`src/rtl/fp_mul_arbiter.sv`:
```
// fp_mul_arbiter
//   Shares one single-precision multiplier core between NUM_REQ requesters.
//   Requests are granted round-robin. For each grant the block registers the
//   operands, pulses fp_start_o, waits for fp_done_i (or times out) and parks
//   the product in the requester's response slot until it is consumed.
//
// Ports
//   clk_i, rst_i          clock (rising edge), synchronous active-high reset
//   req_valid_i/_ready_o  per-requester operand handshake (ready is one-hot)
//   req_a_i, req_b_i      operands, requester i at [32*i +: 32]
//   rsp_valid_o/_data_o   per-requester result slot, held until rsp_ready_i
//   rsp_ready_i           requester i consumes its result
//   fp_start_o            one-cycle start pulse to the multiplier core
//   fp_a_o, fp_b_o        operands to the core, held between operations
//   fp_result_i/_done_i   core product and completion
//   busy_o                high whenever not IDLE
//   timeout_err_o         sticky timeout flag, cleared only by reset
//
// state   | meaning
// --------+--------------------------------------------------------------
// S_IDLE  | look for an eligible requester, accept it, latch operands
// S_START | pulse fp_start_o, clear the timeout counter
// S_WAIT  | wait for fp_done_i; deliver product or qNaN on timeout
module fp_mul_arbiter #(
  parameter int NUM_REQ     = 4,
  parameter int TIMEOUT_CYC = 64
) (
  input  logic                   clk_i,
  input  logic                   rst_i,
  input  logic [NUM_REQ-1:0]     req_valid_i,
  input  logic [NUM_REQ*32-1:0]  req_a_i,
  input  logic [NUM_REQ*32-1:0]  req_b_i,
  output logic [NUM_REQ-1:0]     req_ready_o,
  output logic [NUM_REQ-1:0]     rsp_valid_o,
  output logic [NUM_REQ*32-1:0]  rsp_data_o,
  input  logic [NUM_REQ-1:0]     rsp_ready_i,
  output logic                   fp_start_o,
  output logic [31:0]            fp_a_o,
  output logic [31:0]            fp_b_o,
  input  logic [31:0]            fp_result_i,
  input  logic                   fp_done_i,
  output logic                   busy_o,
  output logic                   timeout_err_o
);

  localparam int PW = $clog2(NUM_REQ);
  localparam int CW = $clog2(TIMEOUT_CYC);
  localparam logic [31:0] QNAN = 32'h7FC0_0000;

  localparam logic [1:0] S_IDLE  = 2'd0;
  localparam logic [1:0] S_START = 2'd1;
  localparam logic [1:0] S_WAIT  = 2'd2;

  logic [1:0]            state_q, state_d;
  logic [PW-1:0]         ptr_q, ptr_d;
  logic [PW-1:0]         gnt_q, gnt_d;
  logic [CW-1:0]         cnt_q, cnt_d;
  logic [31:0]           fp_a_q, fp_a_d;
  logic [31:0]           fp_b_q, fp_b_d;
  logic [NUM_REQ-1:0]    rsp_valid_q, rsp_valid_d;
  logic [NUM_REQ*32-1:0] rsp_data_q, rsp_data_d;
  logic                  timeout_q, timeout_d;
  logic [NUM_REQ-1:0]    req_ready;

  logic [NUM_REQ-1:0]    elig;
  logic [PW-1:0]         pick;
  logic [PW-1:0]         idx;
  logic                  found;

  // A requester with an unconsumed result is skipped so its slot never
  // receives a second product before the first is read.
  assign elig = req_valid_i & ~rsp_valid_q;

  // Round-robin search starting at ptr+1. Scanning from the far end means
  // the last hit written is the nearest one after the pointer.
  always_comb begin
    found = 1'b0;
    pick  = '0;
    idx   = '0;
    for (int k = NUM_REQ; k >= 1; k--) begin
      idx = PW'((int'(ptr_q) + k) % NUM_REQ);
      if (elig[idx]) begin
        found = 1'b1;
        pick  = idx;
      end
    end
  end

  always_comb begin
    state_d     = state_q;
    ptr_d       = ptr_q;
    gnt_d       = gnt_q;
    cnt_d       = cnt_q;
    fp_a_d      = fp_a_q;
    fp_b_d      = fp_b_q;
    rsp_valid_d = rsp_valid_q & ~rsp_ready_i;
    rsp_data_d  = rsp_data_q;
    timeout_d   = timeout_q;
    req_ready   = '0;

    case (state_q)
      S_IDLE: begin
        if (found) begin
          req_ready[pick] = 1'b1;
          fp_a_d          = req_a_i[int'(pick)*32 +: 32];
          fp_b_d          = req_b_i[int'(pick)*32 +: 32];
          gnt_d           = pick;
          state_d         = S_START;
        end
      end
      S_START: begin
        cnt_d   = '0;
        state_d = S_WAIT;
      end
      S_WAIT: begin
        if (fp_done_i) begin
          rsp_data_d[int'(gnt_q)*32 +: 32] = fp_result_i;
          rsp_valid_d[gnt_q]               = 1'b1;
          ptr_d                            = gnt_q;
          state_d                          = S_IDLE;
        end else if (cnt_q == CW'(TIMEOUT_CYC - 1)) begin
          rsp_data_d[int'(gnt_q)*32 +: 32] = QNAN;
          rsp_valid_d[gnt_q]               = 1'b1;
          timeout_d                        = 1'b1;
          ptr_d                            = gnt_q;
          state_d                          = S_IDLE;
        end else begin
          cnt_d = cnt_q + 1'b1;
        end
      end
      default: state_d = S_IDLE;
    endcase
  end

  always_ff @(posedge clk_i) begin
    if (rst_i) begin
      state_q     <= S_IDLE;
      ptr_q       <= PW'(NUM_REQ - 1);
      gnt_q       <= '0;
      cnt_q       <= '0;
      fp_a_q      <= '0;
      fp_b_q      <= '0;
      rsp_valid_q <= '0;
      rsp_data_q  <= '0;
      timeout_q   <= 1'b0;
    end else begin
      state_q     <= state_d;
      ptr_q       <= ptr_d;
      gnt_q       <= gnt_d;
      cnt_q       <= cnt_d;
      fp_a_q      <= fp_a_d;
      fp_b_q      <= fp_b_d;
      rsp_valid_q <= rsp_valid_d;
      rsp_data_q  <= rsp_data_d;
      timeout_q   <= timeout_d;
    end
  end

  assign req_ready_o   = req_ready;
  assign rsp_valid_o   = rsp_valid_q;
  assign rsp_data_o    = rsp_data_q;
  assign fp_start_o    = (state_q == S_START);
  assign fp_a_o        = fp_a_q;
  assign fp_b_o        = fp_b_q;
  assign busy_o        = (state_q != S_IDLE);
  assign timeout_err_o = timeout_q;

endmodule

```
`config.mk`:
```
export PLATFORM = sky130hd
export DESIGN_NAME = fp_mul_arbiter
export DESIGN_NICKNAME = d
export VERILOG_FILES = /design/src/rtl/fp_mul_arbiter.sv
export SDC_FILE = /design/constraint.sdc
export NUM_CORES = 1
export LEC_CHECK = 0
export CELL_PAD_IN_SITES_DETAIL_PLACEMENT = 0
export CELL_PAD_IN_SITES_GLOBAL_PLACEMENT = 2
export CORE_MARGIN = 1.5
export CORE_UTILIZATION = 25
export DETAILED_ROUTE_END_ITERATION = 7
export PLACE_DENSITY = 0.88
export SLEW_MARGIN = 20
export SYNTH_ARGS = -nofsm -noshare
export SYNTH_HDL_FRONTEND = slang
export SYNTH_SLANG_ARGS = --single-unit
```
`constraint.sdc`:
```
create_clock -name clk_i -period 3.8 [get_ports clk_i]
set_input_delay 0.76 -clock clk_i [delete_from_list [all_inputs] [get_ports clk_i]]
set_output_delay 0.76 -clock clk_i [all_outputs]
set_load 0.02 [all_outputs]
```
==> out/results.txt <==
Achievable Freq = 288 MHz
Setup crit start kind = input pin
Clock buffer depth = 3
Critical path buffers and inverters = 2
TNS Setup = 0 ps
Crit path from = req_valid_i[1]
Nets = 1,939
Die height = 208 um
DR WL/cell = 21.3 um
Post-CTS Hold Buffers = 0
Top cell type by total area after synthesis = dfxtp_1
GRT overflow = 0
Crit-path max FO = 3
CP Data Arrival Time = 2720 ps
Reg-to-Reg Start = rsp_valid_o[1]
First-pass GRT wire length = 69.4 mm
Clock period minus worst slack = 3480 ps
Synth warn = 0
Unrepaired setup endpoints after global routing = no
Gr usage total = 20.5%
Max Transition Viols Final = 0
CP required = 3040 ps
Placed cell area = 0.0159 sq mm
Lkg Pwr = 6.06 nW
Vias in the first global route = 10.9k
IO Port Bufs = 501
Critical path's slowest cell = clkdlybuf4s50_1
Total number of vias = 11.0k
Worst path cell trace = clkdlybuf4s50_1 -> or4b_1 -> o21ai_0 -> o21ai_4 -> nor2_1 -> dlygate4sd2_1
CP delay by family, top = buffers and inverters
Num CTS Buffers = 26
Clock Skews = 8.43 ps
Final instance area = 0.0169 sq mm
Commonest non-fill, non-tap cells in the layout = clkdlybuf4s50_1, dfxtp_1, a21oi_1, nor2_1, and3_1
Synth cell types = 59
Detailed router's first-iteration violation count = 691
Synth area leaders = dfxtp_1, a211oi_2, a21oi_1, a211oi_1, and3_1
Setup bufs post-CTS = 0
Most common cell after layout, fill and taps aside = clkdlybuf4s50_1
Syn Std Cell Area = 0.0105 sq mm
Maximum VDD drop = 0.282 mV
Seq/Total Area, Yosys = 39.7%
Power density over the cells = 419 mW/mm^2
Mapped Cells = 1,193
Routed wire length = 46.6 mm
Top layer reached by signal wires = met4
Starting Density = 25.2%
1st-pass router iterations = 5
Syn Area/Cell = 8.84 sq um
Max cap viols = 0
CTS Root Cell = clkbuf_16
Clock Sinks = 209
Area share of the largest cell type after synthesis = 39.7%
Largest net degree at the start of global routing = 154
CP max stage delay = 580 ps
Hold Crit Start = rsp_data_o[99]
Min-delay worst type = reg2reg
Vias per cell = 5.00
Synth-to-layout area growth = 60.1%
Clock Latency Late Sink = 560 ps
CP Capture Type = output port
Clock transition at the registers of the reported paths = 60 ps
Status = complete, no violations
Die area = 0.0434 sq mm
Initial antenna violation count = 3
Slew at the pin closest to its max-slew limit = 955 ps
ANT nets after route = 0
Rows = 75
H-tree depth = 1
Yosys reg bits = 209
Core Footprint = 0.0418 sq mm
Met3 wire length = 4.09 mm
Met1 WL = 18.7 mm
Number of synthesized flops with an enable pin = 0
Async SR Flop Fraction = 0%
Ports = 502
Syn nets = 1,500
DP HPWL = 32.4 mm
Rel. slew slack = 36.0%
Post-layout util = 40.4%
DRC viols = 0
Met2 WL = 22.4 mm
Setup slack, reg-to-reg = 1170 ps
Top FF cell, synth = dfxtp_1
Period utilization = 91.5%
CTS tree = built
Setup CP Type = in2out
Layout cell share with drive strength beyond 1 = 11.2%
Final setup vio count = 0
Hold Vio Cnt, Final = 0
Routability cong. = 0.814
Die X = 208 um
==> routing by layer <==
metal	up-vias	GRT usage, %
met3	71	7.00
met1	5207	24.0
met4	0	5.99
met5	-	0
li1	5265	-
met2	415	35.2
==> synth_stat cells, types with 9 or more instances <==
master,instances
a211oi_1,76
a211oi_2,61
a21oi_1,133
a22oi_1,29
and3_1,81
buf_2,33
buf_4,9
buf_6,14
clkbuf_1,65
dfxtp_1,209
inv_1,34
mux2i_1,28
nand2_1,66
nand3_1,66
nand3b_1,38
nor2_1,85
nor3_1,31
o31ai_1,43
o31ai_2,21
==> what timing repair did <==
item | in CTS | in global routing
gates resized for setup | 1 | 3
setup endpoints to repair | 1 | 3
gates cloned | 0 | 0
==> power by group <==
group / internal, mW / leakage (nW) / total, mW / switching [mW]
sequential: 2.34 / 1.70 / 2.42 / 0.0807
clock: 1.72 / 0.467 / 2.78 / 1.06
combinational: 0.850 / 3.90 / 1.88 / 1.03
total: 4.90 / 6.06 / 7.07 / 2.16
==> final cells by class <==
cell class,instances,area [sq um]
Fill cell,4218,24900
Multi-Input combinational cell,823,5630
Timing Repair Buffer,535,5290
Sequential cell,209,4180
Clock buffer,37,752
Tap cell,539,674
Clock inverter,10,200
Inverter,37,139
Antenna cell,2,5.00
==> registers in the layout, summed over array words and instances, names as in the netlist <==
signal	cells
cnt_q	6
ptr_q	2
fp_a_o	32
timeout_err_o	1
rsp_data_o	128
gnt_q	2
rsp_valid_o	4
fp_b_o	32
state_q	2
==> worst register-to-register path: stages, from the launching register on <==
cell	delay [ps]
dfxtp_1	630
nor2b_4	120
a221oi_2	420
o32a_2	260
buf_4	620
mux2i_1	230
a211oi_1	260
==> kinds of logic (layout without fill, tap and decap cells) <==
kind of cell,after synthesis,count (layout),synth area share (%)
multiplexers,28,28,2.66
flip-flops,209,209,39.7
XOR/XNOR,4,4,0.332
other,0,2,0
AND/OR/NAND/NOR,396,396,19.8
AO/OA/AOI/OAI,387,387,29.0
buffers and inverters,161,619,7.56
adder cells (fa/ha/maj),8,8,0.950
==> per-stage QoR <==
| stage | total power, mW | worst slack (ps) | hold WS (ps) | std cells |
|---|---|---|---|---|
| after global placement | 4.34 | 88.7 | 437 | 2143 |
| after detailed placement | 4.36 | 8.11 | 444 | 2143 |
| after CTS | 7.17 | 20.4 | 455 | 2190 |
| final | 7.07 | 322 | 451 | 2192 |
| after global routing | 7.38 | 235 | 463 | 2192 |
| after floorplan | 3.47 | 765 | 453 | 1193 |
==> final timing paths <==
| path | cells after the start | endpoint |
|---|---|---|
| max | 6 | req_ready_o[0] |
| max reg2reg | 6 | fp_b_o[14] |
| min | 2 | rsp_data_o[99] |
| min reg2reg | 2 | rsp_data_o[99] |
Note: power is estimated with default switching activity, not from simulation.
